## src/rtl/multicycle_ctrl.sv

```systemverilog
// Main control FSM for the multicycle RV32 core.
// Sequences fetch, decode, execute, memory and writeback steps for the
// shared ALU / memory datapath. It also decodes the immediate-extender
// select and the ALU operation, and it stalls on the mem_ready handshake.
module multicycle_ctrl #(
    parameter logic TRAP_ON_ILLEGAL = 1'b1
) (
    input  logic       clk,
    input  logic       rst_n,
    input  logic [6:0] op,
    input  logic [2:0] funct3,
    input  logic       funct7b5,
    input  logic       zero,
    input  logic       mem_ready,
    output logic       pcwrite,
    output logic       adrsrc,
    output logic       memwrite,
    output logic       irwrite,
    output logic [1:0] resultsrc,
    output logic [1:0] alusrca,
    output logic [1:0] alusrcb,
    output logic [2:0] alucontrol,
    output logic [2:0] immsrc,
    output logic       regwrite,
    output logic       retire,
    output logic       illegal
);

    localparam logic [6:0] OP_LW   = 7'b0000011;
    localparam logic [6:0] OP_SW   = 7'b0100011;
    localparam logic [6:0] OP_R    = 7'b0110011;
    localparam logic [6:0] OP_I    = 7'b0010011;
    localparam logic [6:0] OP_BEQ  = 7'b1100011;
    localparam logic [6:0] OP_JAL  = 7'b1101111;
    localparam logic [6:0] OP_LUI  = 7'b0110111;

    localparam logic [2:0] ALU_ADD = 3'b000;
    localparam logic [2:0] ALU_SUB = 3'b001;
    localparam logic [2:0] ALU_AND = 3'b010;
    localparam logic [2:0] ALU_OR  = 3'b011;
    localparam logic [2:0] ALU_SLT = 3'b101;

    typedef enum logic [3:0] {
        S_FETCH    = 4'd0,
        S_DECODE   = 4'd1,
        S_MEMADR   = 4'd2,
        S_MEMREAD  = 4'd3,
        S_MEMWB    = 4'd4,
        S_MEMWRITE = 4'd5,
        S_EXECR    = 4'd6,
        S_EXECI    = 4'd7,
        S_LUI      = 4'd8,
        S_ALUWB    = 4'd9,
        S_BEQ      = 4'd10,
        S_JAL      = 4'd11,
        S_TRAP     = 4'd12
    } state_t;

    state_t      state_r;
    state_t      next_s;
    logic [1:0]  aluop_s;
    logic        pcwrite_s;
    logic        memwrite_s;
    logic        irwrite_s;
    logic        regwrite_s;
    logic        retire_s;
    logic        illegal_s;
    logic        adrsrc_s;
    logic [1:0]  resultsrc_s;
    logic [1:0]  alusrca_s;
    logic [1:0]  alusrcb_s;

    // State register, cleared to FETCH asynchronously.
    always_ff @(posedge clk or negedge rst_n) begin
        if (!rst_n) begin
            state_r <= S_FETCH;
        end else begin
            state_r <= next_s;
        end
    end

    // Next-state and Moore control decode for every step of an instruction.
    always_comb begin
        next_s      = state_r;
        aluop_s     = 2'b00;
        pcwrite_s   = 1'b0;
        memwrite_s  = 1'b0;
        irwrite_s   = 1'b0;
        regwrite_s  = 1'b0;
        retire_s    = 1'b0;
        illegal_s   = 1'b0;
        adrsrc_s    = 1'b0;
        resultsrc_s = 2'b00;
        alusrca_s   = 2'b00;
        alusrcb_s   = 2'b00;
        case (state_r)
            S_FETCH: begin
                // PC+4 computed on the ALU while the instruction is read.
                alusrcb_s   = 2'b10;
                resultsrc_s = 2'b10;
                irwrite_s   = mem_ready;
                pcwrite_s   = mem_ready;
                if (mem_ready) begin
                    next_s = S_DECODE;
                end else begin
                    next_s = S_FETCH;
                end
            end
            S_DECODE: begin
                // Branch target OldPC+imm lands in ALUOut for BEQ.
                alusrca_s = 2'b01;
                alusrcb_s = 2'b01;
                case (op)
                    OP_LW, OP_SW: next_s = S_MEMADR;
                    OP_R:         next_s = S_EXECR;
                    OP_I:         next_s = S_EXECI;
                    OP_BEQ:       next_s = S_BEQ;
                    OP_JAL:       next_s = S_JAL;
                    OP_LUI:       next_s = S_LUI;
                    default: begin
                        if (TRAP_ON_ILLEGAL) begin
                            next_s = S_TRAP;
                        end else begin
                            next_s   = S_FETCH;
                            retire_s = 1'b1;
                        end
                    end
                endcase
            end
            S_MEMADR: begin
                alusrca_s = 2'b10;
                alusrcb_s = 2'b01;
                if (op == OP_LW) begin
                    next_s = S_MEMREAD;
                end else begin
                    next_s = S_MEMWRITE;
                end
            end
            S_MEMREAD: begin
                adrsrc_s = 1'b1;
                if (mem_ready) begin
                    next_s = S_MEMWB;
                end else begin
                    next_s = S_MEMREAD;
                end
            end
            S_MEMWB: begin
                resultsrc_s = 2'b01;
                regwrite_s  = 1'b1;
                retire_s    = 1'b1;
                next_s      = S_FETCH;
            end
            S_MEMWRITE: begin
                // Strobe stays high until memory accepts the write.
                adrsrc_s   = 1'b1;
                memwrite_s = 1'b1;
                if (mem_ready) begin
                    retire_s = 1'b1;
                    next_s   = S_FETCH;
                end else begin
                    next_s   = S_MEMWRITE;
                end
            end
            S_EXECR: begin
                alusrca_s = 2'b10;
                alusrcb_s = 2'b00;
                aluop_s   = 2'b10;
                next_s    = S_ALUWB;
            end
            S_EXECI: begin
                alusrca_s = 2'b10;
                alusrcb_s = 2'b01;
                aluop_s   = 2'b10;
                next_s    = S_ALUWB;
            end
            S_LUI: begin
                alusrca_s = 2'b11;
                alusrcb_s = 2'b01;
                next_s    = S_ALUWB;
            end
            S_ALUWB: begin
                resultsrc_s = 2'b00;
                regwrite_s  = 1'b1;
                retire_s    = 1'b1;
                next_s      = S_FETCH;
            end
            S_BEQ: begin
                alusrca_s = 2'b10;
                alusrcb_s = 2'b00;
                aluop_s   = 2'b01;
                pcwrite_s = zero;
                retire_s  = 1'b1;
                next_s    = S_FETCH;
            end
            S_JAL: begin
                // Jump target from ALUOut into PC; PC+4 computed for rd.
                alusrca_s = 2'b01;
                alusrcb_s = 2'b10;
                pcwrite_s = 1'b1;
                next_s    = S_ALUWB;
            end
            S_TRAP: begin
                illegal_s = 1'b1;
                next_s    = S_TRAP;
            end
            default: begin
                next_s = S_FETCH;
            end
        endcase
    end

    // ALU operation from the FSM's aluop and the instruction's funct fields.
    always_comb begin
        alucontrol = ALU_ADD;
        case (aluop_s)
            2'b00: alucontrol = ALU_ADD;
            2'b01: alucontrol = ALU_SUB;
            2'b10: begin
                case (funct3)
                    3'b000: begin
                        if (op[5] & funct7b5) begin
                            alucontrol = ALU_SUB;
                        end else begin
                            alucontrol = ALU_ADD;
                        end
                    end
                    3'b010:  alucontrol = ALU_SLT;
                    3'b110:  alucontrol = ALU_OR;
                    3'b111:  alucontrol = ALU_AND;
                    default: alucontrol = ALU_ADD;
                endcase
            end
            default: alucontrol = ALU_ADD;
        endcase
    end

    // Immediate format select, decoded from op in every state.
    always_comb begin
        immsrc = 3'b000;
        case (op)
            OP_LW, OP_I: immsrc = 3'b000;
            OP_SW:       immsrc = 3'b001;
            OP_BEQ:      immsrc = 3'b010;
            OP_JAL:      immsrc = 3'b011;
            OP_LUI:      immsrc = 3'b100;
            default:     immsrc = 3'b000;
        endcase
    end

    // Enables are held low for the whole time reset is asserted.
    always_comb begin
        adrsrc    = adrsrc_s;
        resultsrc = resultsrc_s;
        alusrca   = alusrca_s;
        alusrcb   = alusrcb_s;
        if (rst_n) begin
            pcwrite  = pcwrite_s;
            memwrite = memwrite_s;
            irwrite  = irwrite_s;
            regwrite = regwrite_s;
            retire   = retire_s;
            illegal  = illegal_s;
        end else begin
            pcwrite  = 1'b0;
            memwrite = 1'b0;
            irwrite  = 1'b0;
            regwrite = 1'b0;
            retire   = 1'b0;
            illegal  = 1'b0;
        end
    end

endmodule
```

## config.mk

```make
export PLATFORM = sky130hd
export DESIGN_NAME = multicycle_ctrl
export DESIGN_NICKNAME = d
export VERILOG_FILES = /design/src/rtl/multicycle_ctrl.sv
export SDC_FILE = /design/constraint.sdc
export NUM_CORES = 1
export LEC_CHECK = 0
export BUFFER_PORTS_ARGS = -buffer_cell sky130_fd_sc_hd__buf_4
export CORE_MARGIN = 1.5
export CORE_UTILIZATION = 23
export CTS_CLUSTER_DIAMETER = 80
export CTS_CLUSTER_SIZE = 12
export DETAILED_ROUTE_END_ITERATION = 12
export SLEW_MARGIN = 10
export SYNTH_ARGS = -nofsm -noshare
export SYNTH_HDL_FRONTEND = slang
export SYNTH_SLANG_ARGS = --single-unit
```

## constraint.sdc

```tcl
create_clock -name clk -period 3.33 [get_ports clk]
set_input_delay 0.4995 -clock clk [delete_from_list [all_inputs] [get_ports clk]]
set_output_delay 0.4995 -clock clk [all_outputs]
set_load 0.01 [all_outputs]
```

; ---- After elaboration in Yosys (flattened, before gate mapping)
; Index checks and enable logic that the tools add are counted.
[word_totals]
out_inout_bits = 19
input_bits = 15
elab_cells = 66
ff_bits = 4
rom_bits = 0
latch_bits = 0
n_memories = 0
mem_bits_rw = 0
[classes]
order_cmp = 0
bitwise = 1
div_mod_pow = 0
n_eq_ne = 24
n_reduce_logical = 12
add_sub_neg = 0
multipliers = 0
shift = 0
mux = 28
[op_table]
columns = cell, n
row1 = case mux 4 bit (7 select lines), 1
row2 = case mux 3 bit (4 select lines), 2
row3 = case mux 4 bit (6 select lines), 1
row4 = equality test 7 x 6 -> 1 bit (second input constant), 3
row5 = equality test 4 bit (second input constant), 5
row6 = equality test 4 x 3 -> 1 bit (second input constant), 4
row7 = equality test 7 bit (second input constant), 2
row8 = two-way mux 1 bit, 14
row9 = case mux 2 bit (2 select lines), 3
row10 = OR reduction 2 bit, 6
row11 = OR reduction 4 bit, 3
row12 = two-way mux 3 bit, 3
row13 = equality test 4 x 2 -> 1 bit (second input constant), 2
row14 = equality test 7 x 2 -> 1 bit (second input constant), 1
row15 = equality test 7 x 5 -> 1 bit (second input constant), 1
row16 = equality test 3 bit (second input constant), 2
row17 = case mux 2 bit (3 select lines), 1
row18 = case mux 3 bit (2 select lines), 1
row19 = equality test 4 x 1 -> 1 bit (second input constant), 1
row20 = zero test 4 bit, 1
row21 = equality test 3 x 2 -> 1 bit (second input constant), 1
row22 = zero test 3 bit, 1
row23 = case mux 1 bit (3 select lines), 1
row24 = OR reduction 3 bit, 1
row25 = other kinds (4), 4

; ---- Logic depth before layout (Yosys ltp)
; Gate-level depths: netlist (run 1).
[depth]
word_depth = 5
ltp_mapped = 7
ltp_nobuf = 6

; ---- Worst setup path after synthesis (run 1)
; No wires, ideal clock.
[synth_path]
path_kind = flip-flop to output port
startpoint = reg state_r[2]
endpoint = out alucontrol[2]
slack_ps = 1085
arrival_ps = 1745
path_stages_with_launch = 7
required_time_ps = 2830
path_buffers = 2
cell_sequence = dfrtp_1 clkbuf_1 buf_2 nor3b_1 inv_1 ha_1 nor4_1
[synth_via]
elab_chain_cells = 5
[synth_rtl]
columns = item, line
row1 = start: declaration, 59  ; state_t state_r;
row2 = start signal: assignment, 78  ; state_r <= next_s;
row3 = equality test 4 x 3 -> 1 bit, 96  ; case (state_r)
row4 = OR reduction 2 bit (no source line), n/a
row5 = case mux 2 bit (2 select lines) (*), 96
row6 = equality test 2 bit / equality test 2 x 1 -> 1 bit (equally long branches), 215  ; case (aluop_s)
row7 = case mux 3 bit (2 select lines) (*), 215
row8 = end: declaration, 22  ; output logic [2:0] alucontrol,
; Mark *: on every way between the ends. The rest lies on a longest branch, timed or not.

; ---- Final worst setup path (run 1)
[layout_path]
startpoint = reg state_r[1]
endpoint = out alucontrol[2]
; Same word-level chain as after synthesis.

==> results.json, run 1 <==
{
  "outcome": "complete, no violations",
  "synthToLayoutAreaGrowth_pct": 39.8,
  "dpl_cell_area_um2": 1020,
  "clkSlewWorstSetupHoldPaths_ns": 0.04,
  "post_cts_buffers": 0,
  "grt-busiest-layer": "met2",
  "place_inst": 180,
  "fp.dieArea_um2": 3600,
  "cts_tree": "built",
  "nets": 158,
  "timing.fmax_mhz": 350,
  "final_common_cell": "buf_4",
  "wl_mm": 2.26,
  "clockBufferDepth": 2,
  "htreeDepth": 1,
  "n_fill_cell": 338,
  "finalHoldWorstSlack_ns": 0.0772,
  "p_per_area_nw_per_um2": 601,
  "vias": 908,
  "synthArstFlopShare_pct": 100,
  "power_frac_comb_pct": 71.3,
  "syn_area_per_cell_um2": 6.80,
  "hold_violations": 0,
  "startpoint_type": "register",
  "seq_area_frac_synth_pct": 13.4,
  "internal-power_mw": 0.324,
  "worst_pin_slew_ns": 0.625,
  "yosysWarningCount": 0,
  "grt_antenna_before_repair": 0,
  "cts_root_buffer": "clkbuf_4",
  "synth_area_um2": 748,
  "slew_violations": 0,
  "drc": 0,
  "cts.sinks": 4,
  "worstPathMaxFanout": 21,
  "grt_pass1_vias": 830,
  "critPathSlowestCell": "dfrtp_1",
  "syn_inst": 110,
  "hold_class": "primary input to asynchronous set/reset pin",
  "multi_input_area_um2": 591,
  "crit_type": "register to output port",
  "setup_tns_ns": 0,
  "antenna_left": 0,
  "arrival_ns": 2.36,
  "setup_violations": 0,
  "r2r_end": "state_r[0]",
  "drv_cap": 0,
  "grt_use_met3_pct": 2.38,
  "crit_family": "simple AND/OR/NAND/NOR gates",
  "cp_num_cells": 6,
  "globalRouteMet1Util_pct": 17.1,
  "drive_above_1_share_pct": 28.8,
  "synth-seq-cells": 4,
  "regMostFlops": "state_r",
  "via_per_inst": 4.96,
  "largest_reg_flops": 4,
  "grt_use_total_pct": 13.4,
  "final_area_um2": 1050,
  "wl_per_cell_um": 12.3,
  "hold_buffers": 0,
  "leakagePower_nw": 0.431,
  "rsz0062_at_grt": "no",
  "grt_max_degree": 23,
  "pwr-share-clk_pct": 9.4,
  "cpPeakStageDelay_ns": 0.73,
  "gp_congestion": 0.790,
  "fin_crit_sh_pct": 85.8,
  "die_x_um": 60.0,
  "ys_types": 39,
  "cts_buffers": 3,
  "worstSkewPairLatency_ns": 0.23,
  "p_sw_share_pct": 48.4,
  "finalPower_mw": 0.628,
  "synth_nets": 127,
  "synth_edf_count": 0,
  "grt_remaining_overflow": 0,
  "endpoint_kind": "output port",
  "ioPinCount": 34,
  "synth_top_flop_cell": "dfrtp_1",
  "rr_startpoint": "state_r[3]",
  "core_um2": 3080,
  "post-route-util_pct": 34.0,
  "start_util_pct": 24.3,
  "pre_cts_ws_ns": 0.724,
  "dp_hpwl_mm": 1.72,
  "setup_slack_ns": 0.472,
  "vdd_drop_max_uv": 257,
  "drt-initial-drc-count": 26,
  "critPathRequiredTime_ns": 2.83,
  "timing.max_slew.rel_slack_pct": 58.3,
  "skew_ns": 0.00266,
  "switchingPower_mw": 0.304,
  "io_buffer_count": 33,
  "path_cells": "nand2b_1 > nor3b_1 > inv_1 > ha_1 > nor4_1 > buf_4",
  "die_h_um": 60.0,
  "first_pass_iters": 4,
  "top_regs": "state_r (4)",
  "antennaDiodeCount": 0,
  "cp_num_buf_inv": 2,
  "ff2ff_setup_slack_ns": 1.74,
  "final_cell_mix": "buf_4 (34), nor2_1 (12), nand2_1 (9), nor2b_1 (6), inv_1 (6)",
  "cts_resized": 0,
  "pwr-share-seq_pct": 19.3,
  "layout.cells.non_filler": 183,
  "regArea_um2": 100,
  "worstRegToRegCells": 3,
  "grt_pass1_wl_mm": 3.73,
  "met2_usage_pct": 22.5,
  "rows": 20,
  "fin_crit_ns": 2.86
}
-- worst reg2reg max path, stage by stage (launching register included) --
cell	delay [ns]
dfrtp_1	0.57
or2_2	0.44
a2111oi_4	0.34
a311o_1	0.17
-- how the worst max path moves through the flow --
stage	end	startpoint	slack [ns]
after global routing	alucontrol[2]	state_r[1]	0.26
after global placement	alucontrol[2]	state_r[1]	0.86
final	alucontrol[2]	state_r[1]	0.47
after detailed placement	alucontrol[2]	state_r[1]	0.72
after floorplan	alucontrol[2]	state_r[2]	1.09
after CTS	alucontrol[2]	state_r[1]	0.44
-- cell type report --
class                   instances  share of cell area, %
repair buffers                 34                   24.4
well taps                      44                   5.26
flip-flops and latches          4                   9.57
multi-input cells              92                   56.5
clock buffers                   3                   2.15
inverters                       6                   2.15
-- power groups by stage --
| stage | Combinational [mW] | Sequential, mW | Clock, mW |
|---|---|---|---|
| 6_report | 0.448 | 0.121 | 0.0590 |
| 3_3_place_gp | 0.440 | 0.120 | 0 |
| 2_1_floorplan | 0.332 | 0.0723 | 0 |
| 5_1_grt | 0.492 | 0.129 | 0.0651 |
| 4_1_cts | 0.450 | 0.121 | 0.0609 |
| 3_5_place_dp | 0.448 | 0.121 | 0 |
-- cells in the mapped netlist, drive strengths merged, types with 3 or more instances --
library cell,number,share of area [%]
nor2b,6,5.0
nand2,9,4.5
inv,6,3.0
nor2,12,6.0
o21ai,4,2.7
a31oi,3,2.5
buf,4,2.7
dfrtp,4,13
nand2b,4,3.3
a21oi,4,2.7
clkbuf,4,2.0
nor3,5,3.3
nor3b,5,5.0
nand3,5,3.3
-- metal layers --
| metal | wire length (µm) | up-vias |
|---|---|---|
| met1 | 1010 | 422 |
| li1 | - | 462 |
| met4 | 33 | 0 |
| met5 | 0 | - |
| met3 | 93 | 4 |
| met2 | 1120 | 20 |
-- cells by family after synthesis --
kind of cell,Yosys count,share of synthesized area [%]
xor gates and xnor gates,3,3.51
DFF,4,13.4
adders and majority gates,2,3.34
buffers and inverters,14,7.69
and+or+nand+nor,59,42.6
AOI/OAI and AO/OA,26,26.8
muxes,2,2.68
Note: power is estimated with default switching activity, not from simulation.
==> inputs of run 2 (changes only) <==
Settings changed: GPL_TIMING_DRIVEN set to 0, PLACE_DENSITY_LB_ADDON set to 0.3, TNS_END_PERCENT set to 1.
==> results.json, run 2 (synthesis gave the netlist of run 1 again) <==
{
  "grt_pass1_wl_mm": 3.75,
  "clkSlewWorstSetupHoldPaths_ns": 0.04,
  "endpoint_kind": "output port",
  "timing.fmax_mhz": 372,
  "antenna_left": 0,
  "arrival_ns": 2.19,
  "worstSkewPairLatency_ns": 0.24,
  "final_area_um2": 1070,
  "post_cts_buffers": 0,
  "ioPinCount": 34,
  "antennaDiodeCount": 0,
  "setup_violations": 0,
  "cts_resized": 0,
  "finalPower_mw": 0.648,
  "ff2ff_setup_slack_ns": 1.80,
  "slew_violations": 0,
  "dpl_cell_area_um2": 1050,
  "rows": 20,
  "fin_crit_sh_pct": 80.8,
  "synthToLayoutAreaGrowth_pct": 43.5,
  "crit_type": "register to output port",
  "grt_max_degree": 11,
  "drt-initial-drc-count": 33,
  "gp_congestion": 0.794,
  "setup_tns_ns": 0,
  "dp_hpwl_mm": 1.79,
  "cts.sinks": 4,
  "grt_remaining_overflow": 0,
  "vias": 920,
  "crit_family": "buffers and inverters",
  "worstPathMaxFanout": 10,
  "wl_per_cell_um": 11.9,
  "cts_buffers": 3,
  "core_um2": 3080,
  "io_buffer_count": 33,
  "hold_buffers": 0,
  "grt_antenna_before_repair": 0,
  "rr_startpoint": "state_r[0]",
  "drv_cap": 0,
  "path_cells": "clkbuf_1 > buf_2 > nor3b_1 > inv_1 > ha_1 > nor4_1 > buf_4",
  "first_pass_iters": 4,
  "grt_pass1_vias": 820,
  "largest_reg_flops": 4,
  "worst_pin_slew_ns": 0.408,
  "critPathSlowestCell": "nor3b_1",
  "drc": 0,
  "fin_crit_ns": 2.69,
  "skew_ns": 0.00658,
  "final_common_cell": "buf_4",
  "htreeDepth": 1,
  "worstRegToRegCells": 5,
  "grt_use_total_pct": 13.4,
  "r2r_end": "state_r[2]",
  "fp.dieArea_um2": 3600,
  "clockBufferDepth": 2,
  "leakagePower_nw": 0.450,
  "drive_above_1_share_pct": 29.5,
  "die_x_um": 60.0,
  "timing.max_slew.rel_slack_pct": 72.4,
  "cts_tree": "built",
  "cts_root_buffer": "clkbuf_4",
  "nets": 165,
  "start_util_pct": 24.3,
  "post-route-util_pct": 34.9,
  "cpPeakStageDelay_ns": 0.36,
  "cp_num_buf_inv": 4,
  "p_per_area_nw_per_um2": 604,
  "rsz0062_at_grt": "no",
  "wl_mm": 2.26,
  "outcome": "complete, no violations",
  "critPathRequiredTime_ns": 2.83,
  "regMostFlops": "state_r",
  "die_h_um": 60.0,
  "final_cell_mix": "buf_4 (33), nor2_1 (12), nand2_1 (9), nor2b_1 (6), inv_1 (6)",
  "top_regs": "state_r (4)",
  "hold_class": "primary input to asynchronous set/reset pin",
  "via_per_inst": 4.84,
  "hold_violations": 0,
  "vdd_drop_max_uv": 141,
  "startpoint_type": "register"
}
-- run 2: changes by cell type in the layout (fill, tap and decap cells not counted) --
cell      change
buf_4         -1
clkbuf_1      +4
buf_2         +4
-- run 2: worst max path at each step --
stage | startpoint | to | slack [ns] | cells past startpoint
floorplan | state_r[2] | alucontrol[2] | 1.09 | 6
global placement | state_r[2] | alucontrol[2] | 0.93 | 7
detailed placement | state_r[2] | alucontrol[2] | 0.87 | 7
CTS | state_r[2] | alucontrol[2] | 0.60 | 7
global route | state_r[2] | alucontrol[2] | 0.42 | 7
finish | state_r[2] | alucontrol[2] | 0.64 | 7
-- run 2: layer usage --
metal | vias up | global-route usage, % | wire length, µm
met1 | 418 | 18.7 | 1020
li1 | 471 | - | -
met5 | - | 0 | 0
met4 | 0 | 4.76 | 21
met3 | 2 | 1.73 | 156
met2 | 29 | 21.0 | 1060
-- run 2: where the power goes --
part	internal, mW	leakage [nW]	total, mW	switching [mW]
logic	0.229	0.384	0.512	0.283
registers	0.0664	0.0516	0.0737	0.00735
clock network	0.0405	0.0138	0.0626	0.0221
-- run 2: worst register-to-register path: stages, from the launching register on --
cell and delay (ns):
dfrtp_1 0.37, clkbuf_1 0.34, buf_2 0.29, mux2i_1 0.10
a32oi_1 0.15, o211ai_1 0.13
-- run 2: final cells by class --
| class | count | area (µm²) |
|---|---|---|
| sequential | 4 | 100 |
| inverter | 6 | 22.5 |
| tap | 44 | 55.1 |
| timing repair buffer | 33 | 248 |
| multi-input combinational | 92 | 591 |
| fill | 353 | 2000 |
| buffer | 8 | 35.0 |
| clock buffer | 3 | 22.5 |
-- run 2: per-stage QoR --
step | hold WS [ns] | instances | worst slack, ns
finish | 0.0644 | 190 | 0.640
floorplan | 0.204 | 110 | 1.09
CTS | 0.0664 | 190 | 0.603
global route | 0.0661 | 190 | 0.421
global placement | 0.318 | 187 | 0.933
detailed placement | 0.321 | 187 | 0.873
==> inputs of run 3 (changes only) <==
Settings changed: ABC_AREA set to 1.
Clock period 3.33 ns to 2.4 ns, I/O delays scaled along.
==> results.json, run 3 <==
{
  "syn_area_per_cell_um2": 5.33,
  "rr_startpoint": "state_r[2]",
  "start_util_pct": 24.1,
  "finalHoldWorstSlack_ns": 0.460,
  "drive_above_1_share_pct": 26.4,
  "cp_num_cells": 9,
  "post_cts_buffers": 0,
  "cts_root_buffer": "clkbuf_4",
  "cts_buffers": 3,
  "drc": 0,
  "critPathSlowestCell": "dfrtp_1",
  "die_x_um": 53.7,
  "internal-power_mw": 0.341,
  "die_h_um": 53.7,
  "fin_crit_sh_pct": 92.2,
  "grt_use_total_pct": 12.4,
  "rows": 18,
  "synthToLayoutAreaGrowth_pct": 54.5,
  "via_per_inst": 4.70,
  "drv_cap": 0,
  "grt_pass1_vias": 707,
  "wl_mm": 1.68,
  "ioPinCount": 34,
  "leakagePower_nw": 0.525,
  "gp_congestion": 0.789,
  "grt_antenna_before_repair": 0,
  "nets": 167,
  "htreeDepth": 1,
  "synthArstFlopShare_pct": 100,
  "core_um2": 2450,
  "synth_area_um2": 592,
  "vias": 837,
  "synth_adder_area_share_pct": 4.23,
  "final_common_cell": "buf_4",
  "hold_path_depth": 5,
  "clkSlewWorstSetupHoldPaths_ns": 0.04,
  "crit_path_frequent_cell": "nand3_1",
  "p_per_area_nw_per_um2": 703,
  "yosysMostFrequentCell": "inv_1",
  "syn_inst": 111,
  "wl_per_cell_um": 9.44,
  "place_inst": 174,
  "setup_tns_ns": 0,
  "grt_max_degree": 7,
  "antenna_left": 0,
  "startpoint_type": "register",
  "crit_family": "simple AND/OR/NAND/NOR gates",
  "regMostFlops": "state_r",
  "multi_input_area_um2": 407,
  "timing.fmax_mhz": 452,
  "dp_hpwl_mm": 1.45,
  "cts_tree": "built",
  "power_frac_comb_pct": 68.0,
  "r2r_end": "state_r[3]",
  "hold_violations": 0,
  "n_fill_cell": 271,
  "skew_ns": 0.00125,
  "synth_simple_gate_area_share_pct": 49.0,
  "timing.max_slew.rel_slack_pct": 82.9,
  "fp.dieArea_um2": 2890,
  "synth-seq-cells": 4,
  "layout.cells.non_filler": 178,
  "slew_violations": 0,
  "crit_type": "register to output port",
  "synth_top_flop_cell": "dfrtp_1",
  "synthMuxAreaShare_pct": 0,
  "outcome": "complete, no violations",
  "regArea_um2": 100,
  "top_regs": "state_r (4)",
  "final_cell_mix": "buf_4 (33), inv_1 (24), nor2_1 (22), nand2_1 (20), nand3_1 (13)",
  "dpl_cell_area_um2": 877,
  "synth_top_cell_by_area": "dfrtp_1",
  "synth_area_leaders": "dfrtp_1 (17%), inv_1 (15%), nor2_1 (15%)",
  "largest_reg_flops": 4,
  "first_pass_iters": 4,
  "cpPeakStageDelay_ns": 0.43,
  "synth_top_family_by_area": "simple AND/OR/NAND/NOR gates",
  "worstSkewPairLatency_ns": 0.23,
  "grt_remaining_overflow": 0,
  "worstSetupEndpoint": "alucontrol[0]",
  "path_cells": "nor2_2 > nand3_1 > ha_1 > inv_1 > nand3_1 > nor2_1 > a21oi_1 > o31ai_1 > buf_4",
  "antennaDiodeCount": 0,
  "synth_top_area_share_pct": 16.9,
  "hold_class": "primary input to register",
  "worstRegToRegCells": 5,
  "synth_xor_area_share_pct": 0,
  "final_area_um2": 915,
  "setup_violations": 0,
  "endpoint_kind": "output port",
  "p_sw_share_pct": 46.9,
  "fin_crit_ns": 2.21,
  "drt-initial-drc-count": 12,
  "synth_nets": 128,
  "switchingPower_mw": 0.302,
  "cp_num_buf_inv": 2,
  "pwr-share-clk_pct": 12.9,
  "cts.sinks": 4,
  "grt_pass1_wl_mm": 2.75,
  "synthTopCellsByCount": "inv_1 (24), nor2_1 (23), nand2_1 (21), nand3_1 (13), nor3_1 (5)",
  "rsz0062_at_grt": "no",
  "synth_compound_area_share_pct": 14.6,
  "ff2ff_setup_slack_ns": 1.06,
  "ys_types": 17,
  "startpoint": "state_r[2]",
  "pwr-share-seq_pct": 19.1,
  "clockBufferDepth": 2,
  "critPathRequiredTime_ns": 2.04,
  "worst_pin_slew_ns": 0.256,
  "io_buffer_count": 33,
  "synth_edf_count": 0,
  "arrival_ns": 1.85,
  "worstPathMaxFanout": 5,
  "vdd_drop_max_uv": 437,
  "yosysWarningCount": 0,
  "seq_area_frac_synth_pct": 16.9
}
[run 3: cell types whose count changed after synthesis, sizes merged, moves of 3 or more]
| cell | previous run | this run |
|---|---|---|
| nand4 | 1 | 4 |
| nand2 | 9 | 21 |
| clkbuf | 4 | 0 |
| nor2 | 12 | 23 |
| nor2b | 6 | 0 |
| nor3b | 5 | 0 |
| inv | 6 | 24 |
| nand2b | 4 | 0 |
| nand3 | 5 | 13 |
| buf | 4 | 0 |
[run 3: worst min path at each step]
stage	startpoint	endpoint	slack [ns]
floorplan	rst_n	state_r[0]	0.06
global placement	rst_n	state_r[3]	0.16
detailed placement	rst_n	state_r[3]	0.16
CTS	rst_n	state_r[0]	0.46
global route	rst_n	state_r[0]	0.48
finish	op[4]	state_r[2]	0.46
[run 3: metal layers]
layer / part of all wire [%] / GRT usage (%) / routed length, µm
met5: 0 / 0 / 0
met4: 0.77 / 2.56 / 13
met3: 5.8 / 1.94 / 97
met2: 48 / 22.4 / 814
met1: 45 / 15.5 / 754
[run 3: metrics by stage]
step,utilization [%],power (mW),worst slack [ns]
final,37.3,0.643,0.187
after global placement,35.7,0.545,0.388
after CTS,37.1,0.639,0.127
after floorplan,-,0.357,0.575
after detailed placement,35.7,0.553,0.377
after global routing,37.3,0.703,0.00670
[run 3: cell type report]
type / instances / area share [%]
sequential: 4 / 10.9
multi-input combinational: 83 / 44.5
timing repair buffer: 34 / 28.2
inverter: 24 / 9.85
clock buffer: 3 / 2.46
tap: 30 / 4.10
[run 3: power groups by stage]
stage               logic [mW]  clock network [mW]  registers [mW]
finish                   0.437              0.0830           0.123
global route             0.489              0.0868           0.127
CTS                      0.434              0.0846           0.121
detailed placement       0.431                   0           0.122
global placement         0.423                   0           0.121
floorplan                0.243                   0           0.114
[run 3: worst register-to-register path, stage by stage, from the launching register on]
cell	delay, ns
dfrtp_1	0.43
nor2_1	0.16
inv_1	0.09
nor2_1	0.22
inv_1	0.13
o211ai_1	0.22
[run 3: logic make-up (layout without fill, tap and decap cells)]
logic type / Yosys count / count (layout)
flops: 4 / 4
buf+inv: 24 / 61
compound gates: 14 / 14
simple gates: 67 / 67
fa+ha+maj: 2 / 2
[run 3: timing repair]
| item | CTS | global route |
|---|---|---|
| hold endpoints to repair | 4 | 0 |
| hold buffers | 1 | 0 |
| gates resized for setup | 0 | 2 |
| endpoints found under the setup margin | 0 | 1 |
